$ cat config.mk
export PLATFORM = sky130hd
export DESIGN_NAME = truth_table_sweep_ctrl_flat
export DESIGN_NICKNAME = d
export VERILOG_FILES = /design/src/rtl/truth_table_sweep_ctrl_if.sv /design/src/rtl/truth_table_sweep_ctrl.sv /design/src/flat_wrapper.sv
export SDC_FILE = /design/constraint.sdc
export NUM_CORES = 1
export LEC_CHECK = 0
export ABC_CLOCK_PERIOD_IN_PS = 2440
export BUFFER_PORTS_ARGS = -buffer_cell sky130_fd_sc_hd__clkbuf_2
export CAP_MARGIN = 20
export CORE_MARGIN = 2
export CORE_UTILIZATION = 51
export CTS_CLUSTER_SIZE = 24
export DETAILED_ROUTE_END_ITERATION = 16
export PLACE_DENSITY_LB_ADDON = 0.12
export SYNTH_ARGS = -nofsm -noshare
export SYNTH_HDL_FRONTEND = slang
export SYNTH_SLANG_ARGS = --single-unit
$ cat constraint.sdc
create_clock -name clk -period 2.44 [get_ports clk]
set_clock_uncertainty 0.05 [all_clocks]
set_input_delay 0.61 -clock clk [delete_from_list [all_inputs] [get_ports clk]]
set_output_delay 0.61 -clock clk [all_outputs]
set_load 0.01 [all_outputs]
$ cat src/rtl/truth_table_sweep_ctrl_if.sv
`default_nettype none
// ============================================================================
// Module      : truth_table_sweep_ctrl_if
// Description : Bundle between the sweep controller and the host/bench side.
//               Carries the start request, both core outputs and all sweep
//               results. When SWEEP_SIG_EN is defined, it also carries the
//               16-bit signature output o_sig.
//               slave  : controller side (truth_table_sweep_ctrl)
//               master : host/bench side, which drives the inputs and reads
//                        the results
// Revision    : 1.0 - initial release
// ============================================================================
interface truth_table_sweep_ctrl_if #(
   parameter int N_IN  = 8,
   parameter int N_OUT = 5
);
   logic              i_start;
   logic              i_stop_on_err;
   logic [N_OUT-1:0]  i_y_ddnf;
   logic [N_OUT-1:0]  i_y_dknf;
   logic [N_IN-1:0]   o_x;
   logic              o_busy;
   logic              o_done;
   logic              o_error;
   logic [N_IN:0]     o_err_count;
   logic [N_IN-1:0]   o_err_vec;
   logic [N_OUT-1:0]  o_err_ddnf;
   logic [N_OUT-1:0]  o_err_dknf;
`ifdef SWEEP_SIG_EN
   logic [15:0]       o_sig;
`endif

   modport slave (
      input  i_start, i_stop_on_err, i_y_ddnf, i_y_dknf,
      output o_x, o_busy, o_done, o_error, o_err_count, o_err_vec,
             o_err_ddnf, o_err_dknf
`ifdef SWEEP_SIG_EN
      , output o_sig
`endif
   );

   modport master (
      output i_start, i_stop_on_err, i_y_ddnf, i_y_dknf,
      input  o_x, o_busy, o_done, o_error, o_err_count, o_err_vec,
             o_err_ddnf, o_err_dknf
`ifdef SWEEP_SIG_EN
      , input o_sig
`endif
   );
endinterface
`default_nettype wire

$ cat src/rtl/truth_table_sweep_ctrl.sv
`default_nettype none
// ============================================================================
// Module      : truth_table_sweep_ctrl
// Description : Sweeps every N_IN-bit input vector through two implementations
//               of the same truth-table function (DDNF and DKNF forms) and
//               compares their outputs. Each vector is held for SETTLE_CYCLES
//               cycles and then compared for one cycle. The controller counts
//               mismatching vectors, captures the first failure and can
//               optionally halt on the first mismatch.
// Ports       : clk  - clock, rising edge
//               rst  - synchronous active-high reset
//               bus  - truth_table_sweep_ctrl_if.slave carrying
//                      i_start / i_stop_on_err / i_y_ddnf / i_y_dknf (in) and
//                      o_x / o_busy / o_done / o_error / o_err_count /
//                      o_err_vec / o_err_ddnf / o_err_dknf (out)
// Option      : SWEEP_SIG_EN - adds a CRC-16 (0x1021) style signature o_sig,
//               which is folded over i_y_ddnf on every compare cycle
// Revision    : 1.0 - initial release
// ============================================================================
module truth_table_sweep_ctrl #(
   parameter int N_IN          = 8,
   parameter int N_OUT         = 5,
   parameter int SETTLE_CYCLES = 1
) (
   input  wire logic                clk,
   input  wire logic                rst,
   truth_table_sweep_ctrl_if.slave  bus
);

   // Settle counter is at least one bit wide, even when SETTLE_CYCLES == 1.
   localparam int CW = (SETTLE_CYCLES > 1) ? $clog2(SETTLE_CYCLES) : 1;

   localparam logic [CW-1:0]   c_SETTLE_LOAD = CW'(SETTLE_CYCLES - 1);
   localparam logic [CW-1:0]   c_CNT_ONE     = CW'(1);
   localparam logic [N_IN-1:0] c_X_ONE       = N_IN'(1);
   localparam logic [N_IN:0]   c_ERR_ONE     = (N_IN + 1)'(1);

   localparam logic [2:0] c_ST_IDLE    = 3'd0;
   localparam logic [2:0] c_ST_SETTLE  = 3'd1;
   localparam logic [2:0] c_ST_COMPARE = 3'd2;
   localparam logic [2:0] c_ST_DONE    = 3'd3;
   localparam logic [2:0] c_ST_FAIL    = 3'd4;

   logic [2:0]        state_q, state_d;
   logic [CW-1:0]     cnt_q, cnt_d;
   logic [N_IN-1:0]   x_q, x_d;
   logic              stop_q, stop_d;
   logic              busy_q, busy_d;
   logic              done_q, done_d;
   logic              error_q, error_d;
   logic [N_IN:0]     err_count_q, err_count_d;
   logic [N_IN-1:0]   err_vec_q, err_vec_d;
   logic [N_OUT-1:0]  err_ddnf_q, err_ddnf_d;
   logic [N_OUT-1:0]  err_dknf_q, err_dknf_d;

   logic w_idle_like;
   logic w_start_accept;
   logic w_mismatch;
   logic w_last_vec;

   // Start is honoured only while no sweep is running.
   assign w_idle_like    = (state_q == c_ST_IDLE) || (state_q == c_ST_DONE) ||
                           (state_q == c_ST_FAIL);
   assign w_start_accept = w_idle_like && bus.i_start;
   assign w_mismatch     = (bus.i_y_ddnf != bus.i_y_dknf);
   assign w_last_vec     = &x_q;

   // ---------------------------------------------------------------- state reg
   always_ff @(posedge clk) begin
      if (rst) begin
         state_q <= c_ST_IDLE;
      end else begin
         state_q <= state_d;
      end
   end

   // --------------------------------------------------------------- next state
   always_comb begin
      state_d = state_q;
      case (state_q)
         c_ST_IDLE, c_ST_DONE, c_ST_FAIL: begin
            if (bus.i_start) state_d = c_ST_SETTLE;
         end
         c_ST_SETTLE: begin
            if (cnt_q == '0) state_d = c_ST_COMPARE;
         end
         c_ST_COMPARE: begin
            if (w_mismatch && stop_q) state_d = c_ST_FAIL;
            else if (w_last_vec)      state_d = c_ST_DONE;
            else                      state_d = c_ST_SETTLE;
         end
         default: state_d = c_ST_IDLE;
      endcase
   end

   // ---------------------------------------------------- output / datapath comb
   always_comb begin
      cnt_d       = cnt_q;
      x_d         = x_q;
      stop_d      = stop_q;
      busy_d      = busy_q;
      done_d      = done_q;
      error_d     = error_q;
      err_count_d = err_count_q;
      err_vec_d   = err_vec_q;
      err_ddnf_d  = err_ddnf_q;
      err_dknf_d  = err_dknf_q;

      if (w_start_accept) begin
         x_d         = '0;
         cnt_d       = c_SETTLE_LOAD;
         stop_d      = bus.i_stop_on_err;
         busy_d      = 1'b1;
         done_d      = 1'b0;
         error_d     = 1'b0;
         err_count_d = '0;
         err_vec_d   = '0;
         err_ddnf_d  = '0;
         err_dknf_d  = '0;
      end else if (state_q == c_ST_SETTLE) begin
         if (cnt_q != '0) cnt_d = cnt_q - c_CNT_ONE;
      end else if (state_q == c_ST_COMPARE) begin
         if (w_mismatch) begin
            err_count_d = err_count_q + c_ERR_ONE;
            error_d     = 1'b1;
            // Capture only the first failing vector of this sweep.
            if (!error_q) begin
               err_vec_d  = x_q;
               err_ddnf_d = bus.i_y_ddnf;
               err_dknf_d = bus.i_y_dknf;
            end
         end
         if (state_d == c_ST_SETTLE) begin
            x_d   = x_q + c_X_ONE;
            cnt_d = c_SETTLE_LOAD;
         end else begin
            // Terminal: o_x holds either the failing vector or all ones.
            busy_d = 1'b0;
            done_d = 1'b1;
         end
      end
   end

   // ------------------------------------------------------- datapath registers
   always_ff @(posedge clk) begin
      if (rst) begin
         cnt_q       <= '0;
         x_q         <= '0;
         stop_q      <= 1'b0;
         busy_q      <= 1'b0;
         done_q      <= 1'b0;
         error_q     <= 1'b0;
         err_count_q <= '0;
         err_vec_q   <= '0;
         err_ddnf_q  <= '0;
         err_dknf_q  <= '0;
      end else begin
         cnt_q       <= cnt_d;
         x_q         <= x_d;
         stop_q      <= stop_d;
         busy_q      <= busy_d;
         done_q      <= done_d;
         error_q     <= error_d;
         err_count_q <= err_count_d;
         err_vec_q   <= err_vec_d;
         err_ddnf_q  <= err_ddnf_d;
         err_dknf_q  <= err_dknf_d;
      end
   end

   assign bus.o_x         = x_q;
   assign bus.o_busy      = busy_q;
   assign bus.o_done      = done_q;
   assign bus.o_error     = error_q;
   assign bus.o_err_count = err_count_q;
   assign bus.o_err_vec   = err_vec_q;
   assign bus.o_err_ddnf  = err_ddnf_q;
   assign bus.o_err_dknf  = err_dknf_q;

`ifdef SWEEP_SIG_EN
   // Shift-and-fold signature over the reference (DDNF) outputs, taken once
   // per compare cycle.
   logic [15:0] sig_q, sig_d;
   logic [15:0] w_sig_step;

   assign w_sig_step = {sig_q[14:0], 1'b0} ^ (sig_q[15] ? 16'h1021 : 16'h0000) ^
                       16'(bus.i_y_ddnf);

   always_comb begin
      sig_d = sig_q;
      if (w_start_accept)                sig_d = '0;
      else if (state_q == c_ST_COMPARE)  sig_d = w_sig_step;
   end

   always_ff @(posedge clk) begin
      if (rst) sig_q <= '0;
      else     sig_q <= sig_d;
   end

   assign bus.o_sig = sig_q;
`endif

endmodule
`default_nettype wire
$ cat src/flat_wrapper.sv
// flat-port wrapper written by rule: the top's interface ports become plain ports
module truth_table_sweep_ctrl_flat 
#(
   parameter int N_IN          = 8,
   parameter int N_OUT         = 5,
   parameter int SETTLE_CYCLES = 1
)
  (clk, rst, bus_i_start, bus_i_stop_on_err, bus_i_y_ddnf, bus_i_y_dknf, bus_o_x, bus_o_busy, bus_o_done, bus_o_error, bus_o_err_count, bus_o_err_vec, bus_o_err_ddnf, bus_o_err_dknf);
  truth_table_sweep_ctrl_if #(.N_IN(N_IN), .N_OUT(N_OUT)) bus_i ();
  input  wire logic clk;
  input  wire logic rst;
  input wire logic [$bits(bus_i.i_start)-1:0] bus_i_start;
  input wire logic [$bits(bus_i.i_stop_on_err)-1:0] bus_i_stop_on_err;
  input wire logic [$bits(bus_i.i_y_ddnf)-1:0] bus_i_y_ddnf;
  input wire logic [$bits(bus_i.i_y_dknf)-1:0] bus_i_y_dknf;
  output wire logic [$bits(bus_i.o_x)-1:0] bus_o_x;
  output wire logic [$bits(bus_i.o_busy)-1:0] bus_o_busy;
  output wire logic [$bits(bus_i.o_done)-1:0] bus_o_done;
  output wire logic [$bits(bus_i.o_error)-1:0] bus_o_error;
  output wire logic [$bits(bus_i.o_err_count)-1:0] bus_o_err_count;
  output wire logic [$bits(bus_i.o_err_vec)-1:0] bus_o_err_vec;
  output wire logic [$bits(bus_i.o_err_ddnf)-1:0] bus_o_err_ddnf;
  output wire logic [$bits(bus_i.o_err_dknf)-1:0] bus_o_err_dknf;
  assign bus_i.i_start = bus_i_start;
  assign bus_i.i_stop_on_err = bus_i_stop_on_err;
  assign bus_i.i_y_ddnf = bus_i_y_ddnf;
  assign bus_i.i_y_dknf = bus_i_y_dknf;
  assign bus_o_x = bus_i.o_x;
  assign bus_o_busy = bus_i.o_busy;
  assign bus_o_done = bus_i.o_done;
  assign bus_o_error = bus_i.o_error;
  assign bus_o_err_count = bus_i.o_err_count;
  assign bus_o_err_vec = bus_i.o_err_vec;
  assign bus_o_err_ddnf = bus_i.o_err_ddnf;
  assign bus_o_err_dknf = bus_i.o_err_dknf;
  truth_table_sweep_ctrl #(.N_IN(N_IN), .N_OUT(N_OUT), .SETTLE_CYCLES(SETTLE_CYCLES)) u_core (.clk(clk), .rst(rst), .bus(bus_i));
endmodule
==> run summary, run 1 <==
Setup repair after global routing left no endpoint under its margin. Max-cap violations in this run came to 0. The signal on the critical path passes through clkbuf_2 -> xnor2_2 -> nand4_4 -> o21a_1 -> or4_1 -> a21oi_1. The total count of hold-check failures in the final report came out at 0. Counting both buffers and inverters, the worst setup path holds a total of 1. The vias after detailed routing is between 1500 and 2000. The slew at the pin closest to its max-slew limit is approximately 0.38 ns.

The count of nets after finishing came out at approximately 290. The aggregate global-route resource usage came out at between 20% and 30%. The internal power consumption is ~0.95 mW.

The element type at the critical path start is an input pin. Among all flip-flop cells after synthesis, the most frequent one is sky130_fd_sc_hd__dfxtp_1. Leaving out filler cells and counting taps, the final layout contains between 300 and 400. The count of cells along the worst register-to-register path is 6. The area of the die came out at 0.00424 mm2. The CTS tree is yes. The largest net degree at the start of global routing is 39. The setup slack after placement came out at approximately 0.16 ns. Setup total negative slack on the finished layout was measured at 0 ns. For this design, the sink count on the clock tree is 42. The portion of total power attributed to sequential cells is between 50% and 60%. For this run, the top clock speed supported by timing is 503 MHz.

The maximum cell stage delay along the critical path came out at about 0.54 ns. Combinational logic is responsible for 10.4% of the overall power. Counting flops with a built-in enable in the synthesized netlist gives 0.

The switching share of power is 26.9%. In this run the number of cells on the critical path is 6. The worst-case setup margin in the final layout is roughly 0.45 ns. The switching component of the power came out at between 0.3 and 0.4 mW.

The cell at the root of the clock tree is sky130_fd_sc_hd__clkbuf_8. The wire length after detailed routing is around 4200 um. Input and output buffers added on the ports amount to 51. The setup slack on the worst flop-to-flop path is 0.50 ns. The largest delay contributor family on the critical path is simple AND/OR/NAND/NOR gates. The total placed instance area came out at 0.00221 mm2. The pre-antenna-repair detailed-routing pass consisted of 4 iterations.

The number of distinct library cell variants in the gate-level netlist after synthesis came out at 38. The number of nets in the synthesized netlist is between 200 and 250. The post-cts resize count is 0. Measured along the y axis, the die boundary spans 65.1 um.

Relative to the synthesized area, the layout overhead comes to 21.0%. The reported leakage power came out at between 0.9 and 1 nW. The instance count of the mapped netlist came out at about 220.

The final RePlAce weighted congestion came out at ~0.74. The count of antenna-violating nets left after detailed routing is 0. The fraction of layout instances using a drive strength above 1 is 27.3%.

The worst setup path is of the input pin to register kind. The site row count is 22. After clock tree synthesis, the flow added hold-fix buffers numbering 0.

The cell with the biggest individual delay on the critical path is sky130_fd_sc_hd__or4_1. The worst path needs slightly below 2 ns of the cycle, external delays included. STA classifies the critical path endpoint as a register.

Clock-pin slew was measured on the worst setup and hold paths at ~0.090 ns. The number of placed I/O pins came out at 52. The worst endpoint data arrival time came out at ~2.2 ns. The flow ran to the end, and the final reports show no timing, DRC or antenna violations. The detailed-route vias per instance is around 5.5. The maximum level of the CTS H-tree is 2.

The path class of the tightest hold or removal check is register to register. The worst supply voltage drop on vdd came out at between 0.0003 and 0.0004 V. The relative slew slack came out at around 75%. The total overflow reported by the global router came out at 0. The first global-routing pass estimated roughly 7400 um of wire. The first routing iteration left between 100 and 150 violations. The average footprint of a synthesized cell came out at 8.74 um2.

The longest clock path from root to sink contains 2 buffers. The maximum fanout encountered on the critical timing path came out at 13. The number of cells on the worst hold path is 2. The clock latency at the later pin of the worst-skew pair came out at around 0.3 ns.

The number of global-route vias before repair is ~1600. The antenna diode instance count came out at 0. The number of antenna violations at the first check in global routing is 0. The final core utilization came out at 63.4%. The number of instances in the placed design is around 310. The placed wire-length estimate after detailed placement is about 3000 um.

The remaining design rule violation count is 0. The data required time of the worst path is between 2 and 3 ns. The cell area after layout is 0.00230 mm2.

The total of warnings raised by yosys came out at 0. Setup violations remaining at the end of the flow were counted as 0. The initial core utilization is 52.4%. For this design the ratio of total power to cell area is between 500 and 600 mW/mm2. After layout, the worst path uses 81.5% of the clock period. The number of max-slew violations in the final report came out at 0. The clock buffer count from CTS is 5.

The area of the core is approximately 0.0036 mm2. Once the clock tree was built, the setup fixing pass inserted 0 buffers. The number of synthesized register bits came out at 42. In the synthesized netlist the async set-or-reset flop fraction comes to 0%.

The fraction of the yosys area taken by sequential cells is about 44%. The proportion of power drawn by the clock network came out at a little over a third. The area of the mapped netlist came out at approximately 0.0019 mm2. The floorplan die width is 65.1 um.

The routed wirelength normalized by instance count is approximately 13 um.
-- cells in the mapped netlist, drive strengths merged, types with 3 or more instances --
master / instances / share of area [%]
buf: 6 / 1.8
o21ai: 27 / 7.3
nand4: 3 / 1.8
nand3: 24 / 6.3
nand2b: 5 / 1.6
a21oi: 15 / 3.9
o31ai: 6 / 2.4
nor2: 6 / 1.2
dfxtp: 42 / 44
o211ai: 5 / 2.0
nand2: 26 / 5.1
mux2i: 4 / 2.1
or4: 6 / 2.4
nor3b: 3 / 1.8
xnor2: 4 / 3.4
xor2: 4 / 1.8
clkbuf: 6 / 1.2
or3: 4 / 1.3
and3: 3 / 0.99
-- routing by layer --
| layer | global-route usage [%] | vias up | wire length, um |
|---|---|---|---|
| met1 | 28.3 | 811 | 1990 |
| met4 | 8.33 | 0 | 59 |
| met3 | 5.82 | 6 | 205 |
| met2 | 36.3 | 49 | 1940 |
| met5 | 0 | - | 0 |
| li1 | - | 895 | - |
-- cell usage in the layout, fill, tap and decap left out, types with 2 or more instances in the layout --
master,count
sky130_fd_sc_hd__and3_1,3
sky130_fd_sc_hd__clkbuf_2,51
sky130_fd_sc_hd__nand2_1,26
sky130_fd_sc_hd__o31ai_1,6
sky130_fd_sc_hd__inv_1,2
sky130_fd_sc_hd__xor2_1,4
sky130_fd_sc_hd__o211ai_1,5
sky130_fd_sc_hd__a21oi_1,15
sky130_fd_sc_hd__ha_1,2
sky130_fd_sc_hd__o21ai_0,25
sky130_fd_sc_hd__a221oi_1,2
sky130_fd_sc_hd__nor3_1,2
sky130_fd_sc_hd__nand2b_1,5
sky130_fd_sc_hd__nor3b_1,2
sky130_fd_sc_hd__or4_1,6
sky130_fd_sc_hd__clkbuf_8,5
sky130_fd_sc_hd__and2_1,2
sky130_fd_sc_hd__buf_4,6
sky130_fd_sc_hd__nand3_1,24
sky130_fd_sc_hd__mux2i_1,4
sky130_fd_sc_hd__or3_1,4
sky130_fd_sc_hd__dfxtp_1,42
sky130_fd_sc_hd__xnor2_2,4
sky130_fd_sc_hd__nand4_1,2
sky130_fd_sc_hd__nor2_1,6
-- power groups by stage --
stage / sequential (mW) / combinational, mW / clock (mW)
finish: 0.706 / 0.136 / 0.461
global route: 0.707 / 0.152 / 0.512
CTS: 0.706 / 0.136 / 0.482
detailed placement: 0.722 / 0.135 / 0
global placement: 0.721 / 0.134 / 0
floorplan: 0.723 / 0.0887 / 0
-- cells by family after synthesis --
kind of cell / synth area share (%)
and+or+nand+nor: 26.4
AOI/OAI and AO/OA: 17.3
DFF: 44.2
buffers and inverters: 3.42
xor gates and xnor gates: 5.26
muxes: 2.10
adders and majority gates: 1.31
-- sequential cells by signal, summed over array words and instances (netlist names) --
signal and flops:
u_core.bus.o_x 8, u_core.bus.o_err_count 9, u_core.bus.o_err_ddnf 5, u_core.bus.o_err_vec 8, u_core.bus.o_busy 1, u_core.stop_q 1
u_core.bus.o_err_dknf 5, u_core.state_q 3, u_core.bus.o_error 1, u_core.bus.o_done 1
-- through the flow --
step           hold slack (ns)  power, mW
6_report                 0.423       1.30
5_1_grt                  0.458       1.37
4_1_cts                  0.427       1.32
3_5_place_dp             0.414      0.857
3_3_place_gp             0.405      0.856
2_1_floorplan            0.440      0.811
-- path summary, 6_finish.rpt --
path / endpoint / startpoint
max: u_core.bus.o_x[4]$_SDFFE_PP0P_ / bus_i_y_ddnf[4]
min: u_core.bus.o_err_dknf[2]$_SDFFE_PP0P_ / u_core.bus.o_err_dknf[2]$_SDFFE_PP0P_
max reg2reg: u_core.bus.o_x[7]$_SDFFE_PP0P_ / u_core.bus.o_x[0]$_SDFFE_PP0P_
min reg2reg: u_core.bus.o_err_dknf[2]$_SDFFE_PP0P_ / u_core.bus.o_err_dknf[2]$_SDFFE_PP0P_
-- worst register-to-register path, stage by stage (launching register included) --
cell	delay [ns]
sky130_fd_sc_hd__dfxtp_1	0.37
sky130_fd_sc_hd__ha_1	0.23
sky130_fd_sc_hd__and2_1	0.19
sky130_fd_sc_hd__nand3_1	0.12
sky130_fd_sc_hd__nand2_1	0.24
sky130_fd_sc_hd__or4_1	0.53
sky130_fd_sc_hd__a21oi_1	0.15
-- final cells by class --
type | instances | area [um2]
Clock buffer | 5 | 68.8
Clock inverter | 3 | 25.0
Fill cell | 358 | 1330
Inverter | 2 | 7.51
Multi-Input combinational cell | 162 | 1000
Sequential cell | 42 | 841
Tap cell | 48 | 60.1
Timing Repair Buffer | 57 | 300
Power figures use the tool's default switching activity.
==> inputs of run 2 (changes only) <==
--- a/config.mk
+++ b/config.mk
@@ -5,11 +5,11 @@
 export SDC_FILE = /design/constraint.sdc
 export NUM_CORES = 1
 export LEC_CHECK = 0
-export ABC_CLOCK_PERIOD_IN_PS = 2440
+export ABC_CLOCK_PERIOD_IN_PS = 1650
 export BUFFER_PORTS_ARGS = -buffer_cell sky130_fd_sc_hd__clkbuf_2
 export CAP_MARGIN = 20
 export CORE_MARGIN = 2
-export CORE_UTILIZATION = 51
+export CORE_UTILIZATION = 46
 export CTS_CLUSTER_SIZE = 24
 export DETAILED_ROUTE_END_ITERATION = 16
 export PLACE_DENSITY_LB_ADDON = 0.12
==> constraint.sdc (replaced) <==
create_clock -name clk -period 1.65 [get_ports clk]
set_clock_uncertainty 0.05 [all_clocks]
set_input_delay 0.4125 -clock clk [delete_from_list [all_inputs] [get_ports clk]]
set_output_delay 0.4125 -clock clk [all_outputs]
set_load 0.01 [all_outputs]
==> run 2 against run 1 <==
  * Critical path depth fell by 1
  * Hold slack worse by 0.12 ns
  * Combinational power up 120%
  * Utilization grew 2.8 points
  * Sequential share of layout area shrank 4.5 points
  * First-iteration DRC count shrank 17%
  * Via count up 5.3%
  * Largest cell class unchanged
  * Highest routed layer unchanged
==> run summary, run 2 (same netlist as run 1, synthesis figures left out) <==
The maximum clock rate is between 600 and 700 MHz. 52 I/O pins were placed. The area growth from synthesis to layout is 39.1%. The slowest stage of the critical path is the sky130_fd_sc_hd__or4_1 cell. The setup check on the worst reg-to-reg path leaves a slack of 0.02 ns.

The count of TritonRoute iterations in the first routing pass is 4. The clock edge transition at the registers on the reported setup and hold paths is approximately 0.080 ns. The repair_antennas step left the layout with diodes totalling 0. Setup violations remaining at the end of the flow were counted as 0.

The critical path is of the register to register type. The launch point of the worst reg-to-reg path is u_core.state_q[0]$_SDFF_PP0_. The number of DRC violations after detailed-routing iteration 0 came out at 91. TritonCTS built the clock tree.

The overall die height is about 68 um. The total count of hold-check failures in the final report is 0. After detailed routing, the average wire length per cell comes to 13.7 um. The vias after detailed routing is 1854.

The worst register-to-register path has a depth of 5. The remaining design rule violation count came out at 0. The startpoint identified for the worst hold timing path is bus_i_stop_on_err. The wire length after detailed routing came out at between 4000 and 5000 um.

The area of the die is between 0.004 and 0.005 mm2. Data arrives at the worst endpoint at approximately 1.8 ns. The power density normalized to cell area is ~750 mW/mm2. The floorplan die width is between 60 and 70 um. The top cell types in the final layout, fill and taps aside, are 49 x sky130_fd_sc_hd__clkbuf_2, 39 x sky130_fd_sc_hd__dfxtp_1, 30 x sky130_fd_sc_hd__buf_4. In this run the critical register-to-register path is captured at u_core.bus.o_err_count[8]$_SDFFE_PP0P_. The relative slew slack came out at between 70% and 80%. The count of nets after finishing is about 310. The maximum level of the CTS H-tree is 2.

The detailed router used layers up to and including met4. Global routing used between 20% and 30% of the available tracks. The count of buffers from port buffering came out at 51. The library cell used most frequently in the layout, excluding fill and tap cells, is sky130_fd_sc_hd__clkbuf_2. The run finished with clean final reports. The clock latency at the later pin of the worst-skew pair came out at around 0.29 ns. For this design, the sink count on the clock tree is 42. The maximum fanout encountered on the critical timing path is 6.

The number of antenna violations at the first check in global routing is 0. The data required time of the worst path is ~1.8 ns. The number of buffer and inverter stages on the critical path came out at 1.

The routed metal-1 wire length came out at ~2300 um. In this design, the largest share of critical-path delay is due to simple AND/OR/NAND/NOR gates. The largest net degree at the start of global routing came out at 39. Summing all placed instances gives a cell area of 0.00246 mm2.

The path class of the tightest hold or removal check is input pin to register. The site row count came out at 23. The floorplan step defined a core boundary enclosing ~0.004 mm2. The number of global-route vias before repair came out at approximately 1500. Cells with a size suffix above 1 make up a little under two fifths of the layout. The reported leakage power is between 1 and 1.5 nW. The total overflow left after global routing is 0. STA classifies the critical path startpoint as a register.

The tree is rooted in a sky130_fd_sc_hd__clkbuf_8. The slew at the pin closest to its max-slew limit came out at 0.319 ns. The routed wire length on met3 came out at roughly 240 um. The number of flip-flops in the largest register is 9. The initial core utilization came out at a little under half. After detailed routing, the number of vias per cell comes to roughly 5.3.

The number of max-slew violations in the final report is 0. The number of maximum-capacitance violations came out at 0. The first global-routing pass estimated around 7100 um of wire. Routability-driven placement finished with a final weighted congestion of 0.859. After legalization and detailed placement, the total HPWL measured approximately 3300 um. Dividing the final minimum period by the clock period gives ~99%.

The critical path starts at u_core.state_q[0]$_SDFF_PP0_. The worst supply voltage drop on vdd came out at ~0.00046 V. The type of destination of the critical path is a register. The shortest period the worst path allows came out at approximately 1.6 ns. Setup repair after global routing could not meet its margin everywhere. The design draws 1.98 mW. The cell area after layout is 0.00265 mm2.

Walking the worst path, the cells encountered are nor3b_4 -> o21ai_1 -> buf_4 -> or4_1 -> a21oi_1. The clock passes through at most 2 buffers. The clock buffer count from CTS came out at 5.

The number of cells on the worst hold path came out at 3. The count of antenna-violating nets left after detailed routing came out at 0. The path with the worst hold slack has its endpoint at u_core.stop_q$_SDFFE_PP0P_.

On the worst path, the slowest cell contributes a delay of roughly 0.51 ns. Summed over all nets, wire length on met2 after detailed routing comes to 2180 um.
-- run 2: cell types whose count changed in the layout (fill, tap and decap cells not counted), sizes merged --
cell / before / now
inv: 3 / 2
clkinvlp: 1 / 0
clkinv: 1 / 2
buf: 6 / 34
clkbuf: 56 / 55
-- run 2: metal layers --
| layer | up-vias | global-route usage [%] |
|---|---|---|
| li1 | 944 | - |
| met2 | 43 | 30.7 |
| met4 | 0 | 7.50 |
| met1 | 862 | 27.4 |
| met5 | - | 0 |
| met3 | 5 | 5.92 |
-- run 2: how the worst max path moves through the flow --
stage,end,slack [ns],cells past startpoint
2_1_floorplan,u_core.bus.o_x[6]$_SDFFE_PP0P_,-0.05,7
3_3_place_gp,u_core.bus.o_x[4]$_SDFFE_PP0P_,-0.25,6
3_5_place_dp,u_core.bus.o_x[0]$_SDFFE_PP0P_,-0.28,7
4_1_cts,u_core.bus.o_x[5]$_SDFFE_PP0P_,0.008,6
5_1_grt,u_core.bus.o_err_count[8]$_SDFFE_PP0P_,-0.03,5
6_report,u_core.bus.o_err_count[8]$_SDFFE_PP0P_,0.02,5
-- run 2: power breakdown --
part / switching (mW) / internal [mW] / total [mW]
combinational: 0.157 / 0.143 / 0.299
clock: 0.353 / 0.284 / 0.637
sequential: 0.0128 / 1.03 / 1.04
-- run 2: tightest hold or removal path, cell delays in order --
cell and delay (ns):
sky130_fd_sc_hd__clkbuf_2 0.08, sky130_fd_sc_hd__mux2i_1 0.05, sky130_fd_sc_hd__nor2_1 0.07
-- run 2: per-stage QoR --
stage               setup TNS, ns  worst slack [ns]  std cells  utilization (%)  hold WS [ns]
CTS                             0           0.00758        341             63.5         0.296
global route              -0.0969           -0.0309        347             66.2         0.303
floorplan                  -0.655           -0.0462        218                -         0.431
global placement            -4.61            -0.251        334             61.5         0.398
finish                          0            0.0162        347             66.2         0.303
detailed placement          -5.78            -0.275        334             61.5         0.408
-- run 2: area by class of cell --
| type | count | area, um2 |
|---|---|---|
| inverter | 2 | 7.51 |
| tap | 50 | 62.6 |
| multi-input combinational | 162 | 1110 |
| fill | 344 | 1350 |
| clock inverter | 2 | 10.0 |
| clock buffer | 5 | 68.8 |
| timing repair buffer | 84 | 546 |
| sequential | 42 | 847 |
-- run 2: what timing repair did --
item                                    CTS  global route
endpoints found under the setup margin    6            12
pin swaps                                 1             8
buffers inserted                          0             5
cloned                                    0             1
resized for setup                         1            14
hold buffers                              0             0
==> inputs of run 3 (changes only) <==
--- a/config.mk
+++ b/config.mk
@@ -8,6 +8,7 @@
 export ABC_CLOCK_PERIOD_IN_PS = 1650
 export BUFFER_PORTS_ARGS = -buffer_cell sky130_fd_sc_hd__clkbuf_2
 export CAP_MARGIN = 20
+export CORE_ASPECT_RATIO = 0.9
 export CORE_MARGIN = 2
 export CORE_UTILIZATION = 46
 export CTS_CLUSTER_SIZE = 24
==> run 3 against run 2 <==
  * Count of clock-buffer cells in the layout is the same
  * Largest cell class unchanged
  * Highest routed layer unchanged
  * Non-clock buffer count grew 4
  * Cell count rose by 0.58%
  * Maximum frequency up 2.0%
  * Sequential cell count did not move
  * Critical path type unchanged
  * Via count rose by 0.76%
  * First-iteration DRC count down 5.5%
  * Hold slack better by 0.032 ns
  * Routed wire length is 3.9% higher
==> run summary, run 3 (same netlist as run 1, synthesis figures left out) <==
The run finished with clean final reports. For this design the static power due to leakage is 1.12 nW. Leaving out fill and tap cells, the most frequent cells in the layout are 49 x sky130_fd_sc_hd__clkbuf_2, 38 x sky130_fd_sc_hd__dfxtp_1, 29 x sky130_fd_sc_hd__buf_4. Entering global routing, the biggest net connects 39 pins. The cell area after layout came out at 0.00274 mm2.

In this run the worst path has a maximum fanout of 10. The cell with the biggest individual delay on the critical path is sky130_fd_sc_hd__dfxtp_1. The site row count is 22.

The number of hold-repair buffers added at the cts stage came out at 0. The total count of hold-check failures in the final report came to 0. The element type at the critical path start is a register. The root buffer cell chosen for the clock tree is sky130_fd_sc_hd__clkbuf_8. The number of maximum-capacitance violations came out at 0. The initial core utilization came out at a little under half. The min-delay analysis places its worst path in the category input pin to register. The detailed-route vias per instance is between 5 and 6.

The number of max-slew violations in the final report came out at 0. The final RePlAce weighted congestion is around 0.80. The slew at the pin closest to its max-slew limit is 0.279 ns. The count of TritonRoute iterations in the first routing pass came out at 4. For the worst setup path, the data arrival time is around 1.8 ns. The number of antenna violations at the first check in global routing is 0. In this run the cell area measured after placement is between 0.002 and 0.0025 mm2. The design draws 2.00 mW. Static timing analysis puts the maximum clock frequency at approximately 620 MHz. The net count of the finished layout is approximately 320. The vias after detailed routing is between 1500 and 2000. The aggregate global-route resource usage came out at between 20% and 30%. The worst setup path is captured at a register. TritonCTS built the clock tree. The final cycle utilization of the critical path came out at 97.1%. The number of global-route vias before repair is 1576.

The maximum level of the CTS H-tree is 2. Setup violations remaining at the end of the flow were counted as 0. The clock latency at the later pin of the worst-skew pair came out at approximately 0.29 ns. The shortest period the worst path allows came out at around 1.6 ns. Headroom to the max-slew limit came out at 81.3%. The data required time of the worst path is roughly 1.8 ns. In the final layout, the share of cells above drive strength 1 is approximately 41%. The critical path is of the register to register type. Leaving out fill and tap cells, the most frequent cell in the layout is sky130_fd_sc_hd__clkbuf_2. Setup repair after global routing left no endpoint under its margin. Traced cell by cell, the critical path runs through buf_4 -> and3b_1 -> o21ai_2 -> nor2b_4 -> buf_12 -> buf_12 -> nand2_1 -> o21ai_0.

The most numerous cell type found on the critical path is sky130_fd_sc_hd__buf_12. Clock-pin slew was measured on the worst setup and hold paths at approximately 0.08 ns. The filler cells instantiated in the layout total 328. Detailed placement finished with a half-perimeter wire length of between 3000 and 4000 um. The maximum cell stage delay along the critical path is approximately 0.33 ns. The number of placed I/O pins is 52. The area of the die came out at approximately 0.0047 mm2. The count of antenna-violating nets left after detailed routing is 0. The total overflow reported by the global router came out at 0. The number of DRC violations after detailed-routing iteration 0 is 86. Wires add up to between 4000 and 5000 um. The final cell count without fillers is 349.

The number of instances in the placed design is 334. The floorplan die width is approximately 70 um. The final core utilization came out at between 60 and 70%. The deepest clock path buffer count is 2. The overall die height came out at 65.0 um. The power density normalized to cell area came out at 730 mW/mm2. Counting the buffers created by CTS gives 5. The remaining design rule violation count is 0.

The register with the most flip-flops in the layout has 9 of them. The first global-routing pass estimated between 7000 and 8000 um of wire. The worst supply voltage drop on vdd came out at ~0.00057 V. After detailed routing, the average wire length per cell comes to ~14 um. The count of buffers from port buffering is just over 50.

The number of clock sinks is 42. Compared with the post-synthesis result, the final layout area differs by 44.0%. The antenna diode instance count is 0.

The area of the core is 0.00402 mm2.
run 3: cell type report:
class	instances	area [um2]	area share, %
multi-input cells	162	1120	41.0
clock buffers	5	68.8	2.51
repair buffers	88	622	22.7
clock inverters	2	10.0	0.365
inverters	2	7.51	0.274
flip-flops and latches	42	848	30.9
well taps	48	60.1	2.19
run 3: metrics by stage:
stage | setup slack, ns | setup TNS, ns | hold WS (ns)
after floorplan | -0.0462 | -0.655 | 0.431
after global placement | -0.228 | -4.40 | 0.400
after detailed placement | -0.262 | -5.49 | 0.407
after CTS | 0.000772 | 0 | 0.334
after global routing | 0.00106 | 0 | 0.332
final | 0.0482 | 0 | 0.335
run 3: worst max-delay path, delay by kind of cell, from the launching register on:
family / cells / cell delay [ns]
simple gates: 3 / 0.42
buf+inv: 3 / 0.41
compound gates: 2 / 0.32
flops: 1 / 0.33
run 3: metal layers:
metal	up-vias	global-route usage (%)	part of all wire, %
li1	964	-	-
met3	4	5.29	4.9
met5	-	0	0
met1	857	28.2	48
met4	0	7.31	1.0
met2	43	29.9	46
run 3: repair_timing:
| action | in CTS | in global routing |
|---|---|---|
| gates resized for setup | 2 | 25 |
| setup endpoints to repair | 4 | 20 |
| pin swaps | 2 | 7 |
| setup buffers | 0 | 4 |
| cloned | 0 | 5 |
run 3: power breakdown:
part           internal [mW]  switching [mW]  total, mW
logic                  0.163           0.169      0.333
clock network          0.284           0.343      0.627
registers               1.03          0.0140       1.04
total                   1.48           0.526       2.00
run 3: final timing paths:
check             depth (start not counted)  slack [ns]                                     to                             startpoint
setup / recovery                          8        0.05   u_core.bus.o_err_vec[2]$_SDFFE_PP0P_           u_core.state_q[1]$_SDFF_PP0_
setup reg to reg                          8        0.05   u_core.bus.o_err_vec[2]$_SDFFE_PP0P_           u_core.state_q[1]$_SDFF_PP0_
hold / removal                            3        0.33             u_core.stop_q$_SDFFE_PP0P_                      bus_i_stop_on_err
hold reg to reg                           2        0.41  u_core.bus.o_err_ddnf[0]$_SDFFE_PP0P_  u_core.bus.o_err_ddnf[0]$_SDFFE_PP0P_
